### src/rtl/updown_tick_counter_pkg.sv
// Shared FSM encoding for the up/down tick counter.
// Bit 0 = counting down, bit 1 = paused, so a button press is an XOR.
package updown_tick_counter_pkg;

  localparam int STATE_W = 2;

  typedef enum logic [STATE_W-1:0] {
    ST_UP         = 2'b00,
    ST_DOWN       = 2'b01,
    ST_PAUSE_UP   = 2'b10,
    ST_PAUSE_DOWN = 2'b11
  } state_t;

  // Apply both toggles at once; simultaneous presses compose naturally.
  function automatic state_t fsm_next(input state_t s, input logic dir_p,
                                      input logic pause_p);
    return state_t'(s ^ {pause_p, dir_p});
  endfunction

endpackage

### src/rtl/updown_tick_counter_if.sv
// Bundle of tick/button inputs and counter outputs.
interface updown_tick_counter_if #(
  parameter int WIDTH = 4
);
  logic             tick_in;
  logic             dir_btn;
  logic             pause_btn;
  logic [WIDTH-1:0] count;
  logic             dir_up;
  logic             running;
  logic             wrap;

  modport master (
    output tick_in, dir_btn, pause_btn,
    input  count, dir_up, running, wrap
  );

  modport slave (
    input  tick_in, dir_btn, pause_btn,
    output count, dir_up, running, wrap
  );
endinterface

### src/rtl/updown_tick_counter_button_debouncer.sv
// Raw button -> 2-flop sync -> counter debounce -> rising-edge press.
// press is asserted in the cycle whose closing edge flips the debounced
// level high, so consumers act on the same edge the level is accepted.
module button_debouncer #(
  parameter int DEBOUNCE_COUNT = 120000,
  parameter int DB_WIDTH       = 17
) (
  input  logic clk,
  input  logic rst,
  input  logic btn_raw,
  output logic level,
  output logic press
);
  localparam logic [DB_WIDTH-1:0] LP_LAST = DB_WIDTH'(DEBOUNCE_COUNT - 1);

  logic                r_sync1;
  logic                r_sync2;
  logic                r_level;
  logic [DB_WIDTH-1:0] r_cnt;
  logic                w_differ;
  logic                w_flip;

  assign w_differ = r_sync2 ^ r_level;
  assign w_flip   = w_differ && (r_cnt == LP_LAST);
  assign level    = r_level;
  assign press    = w_flip & r_sync2;

  // Synchronizer and debounce counter; any matching cycle restarts the count.
  always_ff @(posedge clk) begin
    if (rst) begin
      r_sync1 <= 1'b0;
      r_sync2 <= 1'b0;
      r_level <= 1'b0;
      r_cnt   <= '0;
    end else begin
      r_sync1 <= btn_raw;
      r_sync2 <= r_sync1;
      if (w_flip) begin
        r_level <= r_sync2;
        r_cnt   <= '0;
      end else if (w_differ) begin
        r_cnt   <= r_cnt + DB_WIDTH'(1);
      end else begin
        r_cnt   <= '0;
      end
    end
  end
endmodule

### src/rtl/updown_tick_counter.sv
// Up/down LED counter advanced by rising edges of a divided-clock level.
// Two debounced buttons toggle direction and pause via a 4-state FSM.
module updown_tick_counter
  import updown_tick_counter_pkg::*;
#(
  parameter int WIDTH          = 4,
  parameter int DEBOUNCE_COUNT = 120000,
  parameter int DB_WIDTH       = 17
) (
  input  logic                   clk,
  input  logic                   rst,
  updown_tick_counter_if.slave   bus
);
  logic             r_tick_prev;
  state_t           r_state;
  logic [WIDTH-1:0] r_count;
  logic             r_dir_up;
  logic             r_running;
  logic             r_wrap;

  logic             w_tick;
  logic             w_dir_press;
  logic             w_pause_press;
  logic             w_dir_lvl_unused;
  logic             w_pause_lvl_unused;
  state_t           w_next_state;

  button_debouncer #(
    .DEBOUNCE_COUNT (DEBOUNCE_COUNT),
    .DB_WIDTH       (DB_WIDTH)
  ) u_dir_db (
    .clk     (clk),
    .rst     (rst),
    .btn_raw (bus.dir_btn),
    .level   (w_dir_lvl_unused),
    .press   (w_dir_press)
  );

  button_debouncer #(
    .DEBOUNCE_COUNT (DEBOUNCE_COUNT),
    .DB_WIDTH       (DB_WIDTH)
  ) u_pause_db (
    .clk     (clk),
    .rst     (rst),
    .btn_raw (bus.pause_btn),
    .level   (w_pause_lvl_unused),
    .press   (w_pause_press)
  );

  // tick_prev resets high so a level already high at release is not a tick.
  assign w_tick       = bus.tick_in & ~r_tick_prev;
  assign w_next_state = fsm_next(r_state, w_dir_press, w_pause_press);

  // FSM with outputs decoded from the next state so they move with it.
  always_ff @(posedge clk) begin
    if (rst) begin
      r_state   <= ST_UP;
      r_dir_up  <= 1'b1;
      r_running <= 1'b1;
    end else begin
      r_state   <= w_next_state;
      r_dir_up  <= (w_next_state == ST_UP)   || (w_next_state == ST_PAUSE_UP);
      r_running <= (w_next_state == ST_UP)   || (w_next_state == ST_DOWN);
    end
  end

  // Counter steps on a tick using the pre-edge state; wrap is a 1-cycle pulse.
  always_ff @(posedge clk) begin
    if (rst) begin
      r_tick_prev <= 1'b1;
      r_count     <= '0;
      r_wrap      <= 1'b0;
    end else begin
      r_tick_prev <= bus.tick_in;
      r_wrap      <= 1'b0;
      if (w_tick) begin
        case (r_state)
          ST_UP: begin
            r_count <= r_count + WIDTH'(1);
            r_wrap  <= (r_count == '1);
          end
          ST_DOWN: begin
            r_count <= r_count - WIDTH'(1);
            r_wrap  <= (r_count == '0);
          end
          default: r_count <= r_count;
        endcase
      end
    end
  end

  assign bus.count   = r_count;
  assign bus.dir_up  = r_dir_up;
  assign bus.running = r_running;
  assign bus.wrap    = r_wrap;
endmodule

### src/flat_wrapper.sv
// flat-port wrapper written by rule: the top's interface ports become plain ports
module updown_tick_counter_flat import updown_tick_counter_pkg::*;
#(
  parameter int WIDTH          = 4,
  parameter int DEBOUNCE_COUNT = 120000,
  parameter int DB_WIDTH       = 17
)
  (clk, rst, bus_tick_in, bus_dir_btn, bus_pause_btn, bus_count, bus_dir_up, bus_running, bus_wrap);
  updown_tick_counter_if #(.WIDTH(WIDTH)) bus_i ();
  input  logic clk;
  input  logic rst;
  input wire logic [$bits(bus_i.tick_in)-1:0] bus_tick_in;
  input wire logic [$bits(bus_i.dir_btn)-1:0] bus_dir_btn;
  input wire logic [$bits(bus_i.pause_btn)-1:0] bus_pause_btn;
  output wire logic [$bits(bus_i.count)-1:0] bus_count;
  output wire logic [$bits(bus_i.dir_up)-1:0] bus_dir_up;
  output wire logic [$bits(bus_i.running)-1:0] bus_running;
  output wire logic [$bits(bus_i.wrap)-1:0] bus_wrap;
  assign bus_i.tick_in = bus_tick_in;
  assign bus_i.dir_btn = bus_dir_btn;
  assign bus_i.pause_btn = bus_pause_btn;
  assign bus_count = bus_i.count;
  assign bus_dir_up = bus_i.dir_up;
  assign bus_running = bus_i.running;
  assign bus_wrap = bus_i.wrap;
  updown_tick_counter #(.WIDTH(WIDTH), .DEBOUNCE_COUNT(DEBOUNCE_COUNT), .DB_WIDTH(DB_WIDTH)) u_core (.clk(clk), .rst(rst), .bus(bus_i));
endmodule
### config.mk
export PLATFORM = sky130hd
export DESIGN_NAME = updown_tick_counter_flat
export DESIGN_NICKNAME = d
export VERILOG_FILES = /design/src/rtl/updown_tick_counter_pkg.sv /design/src/rtl/updown_tick_counter_if.sv /design/src/rtl/updown_tick_counter_button_debouncer.sv /design/src/rtl/updown_tick_counter.sv /design/src/flat_wrapper.sv
export SDC_FILE = /design/constraint.sdc
export NUM_CORES = 1
export LEC_CHECK = 0
export CORE_AREA = 2 2 68 70
export CTS_CLUSTER_DIAMETER = 120
export CTS_CLUSTER_SIZE = 10
export DETAILED_ROUTE_END_ITERATION = 8
export DIE_AREA = 0 0 70 72
export GPL_TIMING_DRIVEN = 0
export PLACE_DENSITY = 0.74
export SETUP_SLACK_MARGIN = 0.15
export SLEW_MARGIN = 40
export SYNTH_ARGS = -nofsm -noshare
export SYNTH_HDL_FRONTEND = slang
export SYNTH_HIERARCHICAL = 1
export SYNTH_SLANG_ARGS = --single-unit
### constraint.sdc
create_clock -name clk -period 2 [get_ports clk]
set_clock_uncertainty 0.15 [all_clocks]
set_input_delay 0.2 -clock clk [delete_from_list [all_inputs] [get_ports clk]]
set_output_delay 0.2 -clock clk [all_outputs]
set_load 0.01 [all_outputs]
After elaboration in Yosys (flattened, before gate mapping)

Index checks and enable logic that the tools add are counted.

Output and inout port bits: 7
Register bits after elaboration: 50
Bits of input ports: 5
Word-level logic and storage cells: 48

$add $sub $neg: 4
Eq/ne operators: 6
Reductions and logical operators: 12
Muxes and demuxes: 2
Bitwise logic cells: 10

Operators with widths:

| operator                                                              | number |
|---|---|
| 17-bit by 1-bit adder with 17-bit output, second input constant       | 2 |
| 17-bit equality test, second input constant                           | 2 |
| 4-bit one-hot mux with 2 select lines                                 | 1 |
| 3-bit OR reduction                                                    | 2 |
| 4-bit by 1-bit adder with 4-bit output, second input constant         | 1 |
| 2-bit by 1-bit equality test with 1-bit output, second input constant | 2 |
| 4-bit equality test, second input constant                            | 1 |
| 2-bit zero test                                                       | 2 |
| 4-bit zero test                                                       | 1 |
| 1-bit inverter                                                        | 4 |
| 4-bit by 1-bit subtractor with 4-bit output, second input constant    | 1 |
| 1-bit AND                                                             | 3 |
| 2-bit equality test, second input constant                            | 1 |
| 1-bit logical AND                                                     | 2 |
| 1-bit logical OR                                                      | 2 |
| 1-bit one-hot mux with 2 select lines                                 | 1 |
| 2-bit AND reduction                                                   | 1 |
| 2-bit nonzero test                                                    | 1 |
| 2-bit OR reduction                                                    | 1 |
| 1-bit XOR                                                             | 2 |
| 2-bit XOR                                                             | 1 |

Logic depth before layout (Yosys ltp)

Depth in word-level cells: 6
Depth in mapped cells: 9
Depth with buffers taken out: 8

Hierarchy

Netlist, hierarchy kept.

By module, submodules not included:

| module              | sequential area each (sq um) | instances | area each (sq um) | cells an instance |
|---|---|---|---|---|
| button_debouncer    | 400.4                        | 2         | 899.6             | 101 |
| updown_tick_counter | 200.2                        | 1         | 399.1             | 42 |

Worst setup path before layout

No wires, ideal clock.

Path type: reg-to-reg
Start: register u_core.u_dir_db.r_cnt[0]
End: register u_core.r_dir_up, in the netlist u_core/bus.dir_up
Period minus slack after synthesis: 2156 ps
Library setup time: 123 ps
Setup slack: -156 ps
Data arrival time: 1882 ps
Path buffers: 1
Stages on the path, launching flop included: 9
Required time: 1727 ps
Path through: dfxtp_1 -> ha_1 -> nand4_4 -> or2_0 -> buf_2 -> or4_4 -> inv_1 -> xor2_1 -> nand2b_1

Longest elaborated chain between the ends: 6
Elaborated cells between the ends (all ways): 7
Classes of those cells: eq/ne (2); bitwise (2); reduce/logical (3)

Ends and longest elaborated chain:

| item                                                   | line                                       | text |
|---|---|---|
| from (decl)                                            | updown_tick_counter_button_debouncer.sv:19 | `logic [DB_WIDTH-1:0] r_cnt;` |
| from (signal assigned)                                 | updown_tick_counter_button_debouncer.sv:42 | `r_cnt <= r_cnt + DB_WIDTH'(1);` |
| 17-bit equality test (*)                               | updown_tick_counter_button_debouncer.sv:24 | `assign w_flip = w_differ && (r_cnt == LP_LAST);` |
| 1-bit logical AND (*)                                  | updown_tick_counter_button_debouncer.sv:24 |  |
| 1-bit AND (*)                                          | updown_tick_counter_button_debouncer.sv:26 | `assign press = w_flip & r_sync2;` |
| named net u_core.w_dir_press                           | updown_tick_counter.sv:22                  | `logic w_dir_press;` |
| 2-bit XOR (*)                                          | updown_tick_counter_pkg.sv:17              | `return state_t'(s ^ {pause_p, dir_p});` |
| 2-bit equality test or 2-bit zero test (tied branches) | updown_tick_counter.sv:62                  | `r_dir_up <= (w_next_state == ST_UP) \|\| (w_next_state == ST_PAUSE_UP);` |
| 1-bit logical OR (*)                                   | updown_tick_counter.sv:62                  |  |
| to (signal assigned)                                   | updown_tick_counter.sv:62                  |  |
| to (decl)                                              | updown_tick_counter.sv:17                  | `logic r_dir_up;` |

Mark *: on every way through the listed nets, which the timed path passes. The rest lies on a longest branch.
A chain may end at the register's enable or synchronous reset.

Final worst setup path

Ends and elaborated chain as after synthesis.

==> out/summary.txt <==
Input/output buffers: 11
Syn Nets: 252
Status: finished with violations
Switching share of power: 0.2207
Drt first pass iters: 4
Worst Reg2Reg Path Length in Cells: 8
CTS root buffer: clkbuf_8
Tightest Pin Transition: 556.5 ps
Warnings from Yosys: 6
Final Hold Violating Endpoints: 0
Pre-CTS setup slack: -150.0 ps
Number of enable flip-flop cells after synthesis: 0
All-Layer GR Usage: 0.1734
Top post-synthesis cells by area: dfxtp_1 (46%), xnor2_1 (10%), nor2_1 (7.7%), xor2_1 (4.4%), nand3_1 (3.4%)
Met1 usage: 0.2023
Core Util, Final: 0.6499
Period utilization: 1.028
Crit path kind: reg -> reg
Die area: 5040 um2
Clock sink count: 50
I/O pin total: 12
Layout Nets: 291
Synth Register Bits: 50
Total CTS buffers: 5
Most Crowded Layer GR: met2
GR Util met3: 0.03750
N_diodes: 0
Flop pwr share: 0.616
Main synth FF type: dfxtp_1
Share of the synthesized area in the top cell type: 0.4553
Slew Viols, Final: 0
Worst hold path class: in -> reg
Final setup viols: 3
First-pass GRT wire length: 7044 um
Largest net degree at the start of global routing: 17
MaxCap Viol Count: 0
H-tree levels: 2
Iter 0 DRT Violations: 54
Max FO, Critical Path: 2
GRT met2 Usage: 0.3048
Sequential area share after synthesis: 0.4553
Worst r2r dst: u_core/bus.dir_up
Req. time, crit path: 2040 ps
Total negative setup slack: -113.6 ps
Count leader, synth: dfxtp_1
Fmax: 486.5 MHz
Placed cell areas: 2404 um2
Cell taking the most area after synthesis: dfxtp_1
PwrDens: 587.1 nW/um2
Leakage power: 0.9366 nW
Worst IR Drop VDD: 0.0003361 V
Clock transition at path regs: 100 ps
Worst skew pair latency: 300 ps
Synth top cells by count: dfxtp_1 (50), nor2_1 (45), xnor2_1 (25)
Routed len/inst: 12.06 um
Comb pwr share: 0.030
NetSw: 359.1 uW
Clock network power share: 0.354
Layout area overhead: 26.07%
CTS tree: done
Initial core utilization: 0.5156
Remaining DRCs: 0
Vias in the first global route: 1649
Share of synthesized registers carrying an async set or reset: 0
Tot Pwr: 1.627 mW
Worst EP arrival: 2100 ps
Nature of the critical path startpoint: flip-flop
Die Height: 72 um
Max clock buf depth: 2
Setup crit end kind: flip-flop
GPL Wtd Cong: 0.7720
Vias per std cell: 5.173
Quantity of hold-fixing buffers added after cts: 0
DIE WIDTH: 70 um
Fillcell total: 348
RSZ-0062 raised after global routing: yes
Avg Synthesized Cell Area: 9.010 um2
Reg2reg setup slack: -60 ps
Min Tclk post-route: 2056 ps
Internal: 1.268 mW
Row count: 24
Synth unique cells: 29
Failing checks: setup timing
Final Cell Area: 2771 um2
Final WS setup: -55.60 ps
Post-Synthesis Cells: 244
Total gr overflow: 0
Crit path launch: u_core/u_dir_db/r_cnt[0]
Core Box Area: 4264 um2
Cell Area, Synth: 2198 um2
CP Capture Point: u_core/bus.dir_up
Worst reg2reg startpoint: u_core/u_dir_db/r_cnt[0]
Layout cells sized above 1: 0.2394
DP Wirelength: 2486 um
Routed via count: 1738
Post-route ant nets: 0
Post-Route WL: 4052 um
Antenna violations before repair: 0
Slew headroom: 0.6279
[metal layers]
metal  vias to the layer above  wire length [um]
met4                         0                51
met3                         4               167
met2                        38              1985
li1                        903                 -
met5                         -                 0
met1                       793              1848
[cells in the final DEF, fill, tap and decap left out, types with 3 or more instances in the layout]
cell type / instances
nand4_1: 10
xnor2_1: 25
nor2b_1: 7
nor2_4: 4
nor2_1: 32
buf_4: 20
xor2_1: 11
buf_6: 5
nor3_1: 12
a21oi_1: 4
clkdlybuf4s50_1: 11
nor4_1: 6
dfxtp_1: 43
clkbuf_8: 5
dfxtp_2: 3
nor2_2: 9
nand3_1: 15
dfxtp_4: 4
nand2_1: 11
inv_1: 12
[worst min-delay path by stage]
stage,startpoint,end,slack [ps],cells after the start
2_1_floorplan,rst,u_core/bus.count[1],120,1
3_3_place_gp,u_core/u_pause_db/r_sync1,u_core/u_pause_db/r_sync2,270,1
3_5_place_dp,u_core/u_pause_db/r_sync1,u_core/u_pause_db/r_sync2,280,1
4_1_cts,bus_pause_btn,u_core/u_pause_db/r_sync1,280,2
5_1_grt,bus_pause_btn,u_core/u_pause_db/r_sync1,290,2
6_report,bus_pause_btn,u_core/u_pause_db/r_sync1,300,2
[sequential cells by signal, summed over array words and instances, names as in the netlist]
register	flops
u_core/u_dir_db/r_sync1	1
u_core/bus.count	4
u_core/bus.running	1
u_core/u_dir_db/r_cnt	17
u_core/u_dir_db/level	1
u_core/r_state	2
u_core/bus.dir_up	1
u_core/u_dir_db/r_sync2	1
u_core/u_pause_db/level	1
u_core/u_pause_db/r_cnt	17
u_core/u_pause_db/r_sync1	1
u_core/bus.wrap	1
u_core/u_pause_db/r_sync2	1
u_core/r_tick_prev	1
[kinds of logic after synthesis]
group / share of synthesized area
AOI/OAI and AO/OA: 0.04610
xor gates and xnor gates: 0.1434
adders and majority gates: 0.01708
buffers and inverters: 0.03529
DFF: 0.4553
muxes: 0.009107
and+or+nand+nor: 0.2937
[power by group through the flow]
stage / registers [mW] / clock network [mW] / logic [mW]
CTS: 1.00 / 0.606 / 0.0456
global route: 1.00 / 0.637 / 0.0546
detailed placement: 1.03 / 0 / 0.0405
finish: 1.00 / 0.575 / 0.0490
global placement: 1.03 / 0 / 0.0401
floorplan: 1.03 / 0 / 0.0204
[per-stage QoR]
step | instances | hold slack, ps
6_report | 336 | 300.8
5_1_grt | 336 | 293.4
4_1_cts | 331 | 283.2
3_5_place_dp | 307 | 284.5
3_3_place_gp | 307 | 274.4
2_1_floorplan | 244 | 119.1
[worst max-delay path: stages, from the launching register on]
cell	delay, ps
dfxtp_4	370
ha_4	140
nand4_4	110
or2_0	210
buf_4	130
or4_4	520
inv_2	70
xor2_1	150
nand2b_1	80
[area by class of cell]
cell class	count	area [um2]	share of cell area
Tap cell	52	65.06	0.02348
Inverter	14	52.55	0.01896
Buffer	4	37.54	0.01354
Multi-Input combinational cell	176	1227	0.4429
Clock buffer	5	68.82	0.02483
Clock inverter	3	21.27	0.007675
Sequential cell	50	1020	0.3679
Timing Repair Buffer	32	279.0	0.1007
[what timing repair did]
| action | CTS | global route |
|---|---|---|
| setup buffers | 16 | 5 |
| gates cloned | 0 | 0 |
| pin swaps | 6 | 6 |
| hold endpoints to repair | 0 | 0 |
| endpoints found under the setup margin | 39 | 24 |
| gates resized for setup | 10 | 26 |
Power figures use the tool's default switching activity.
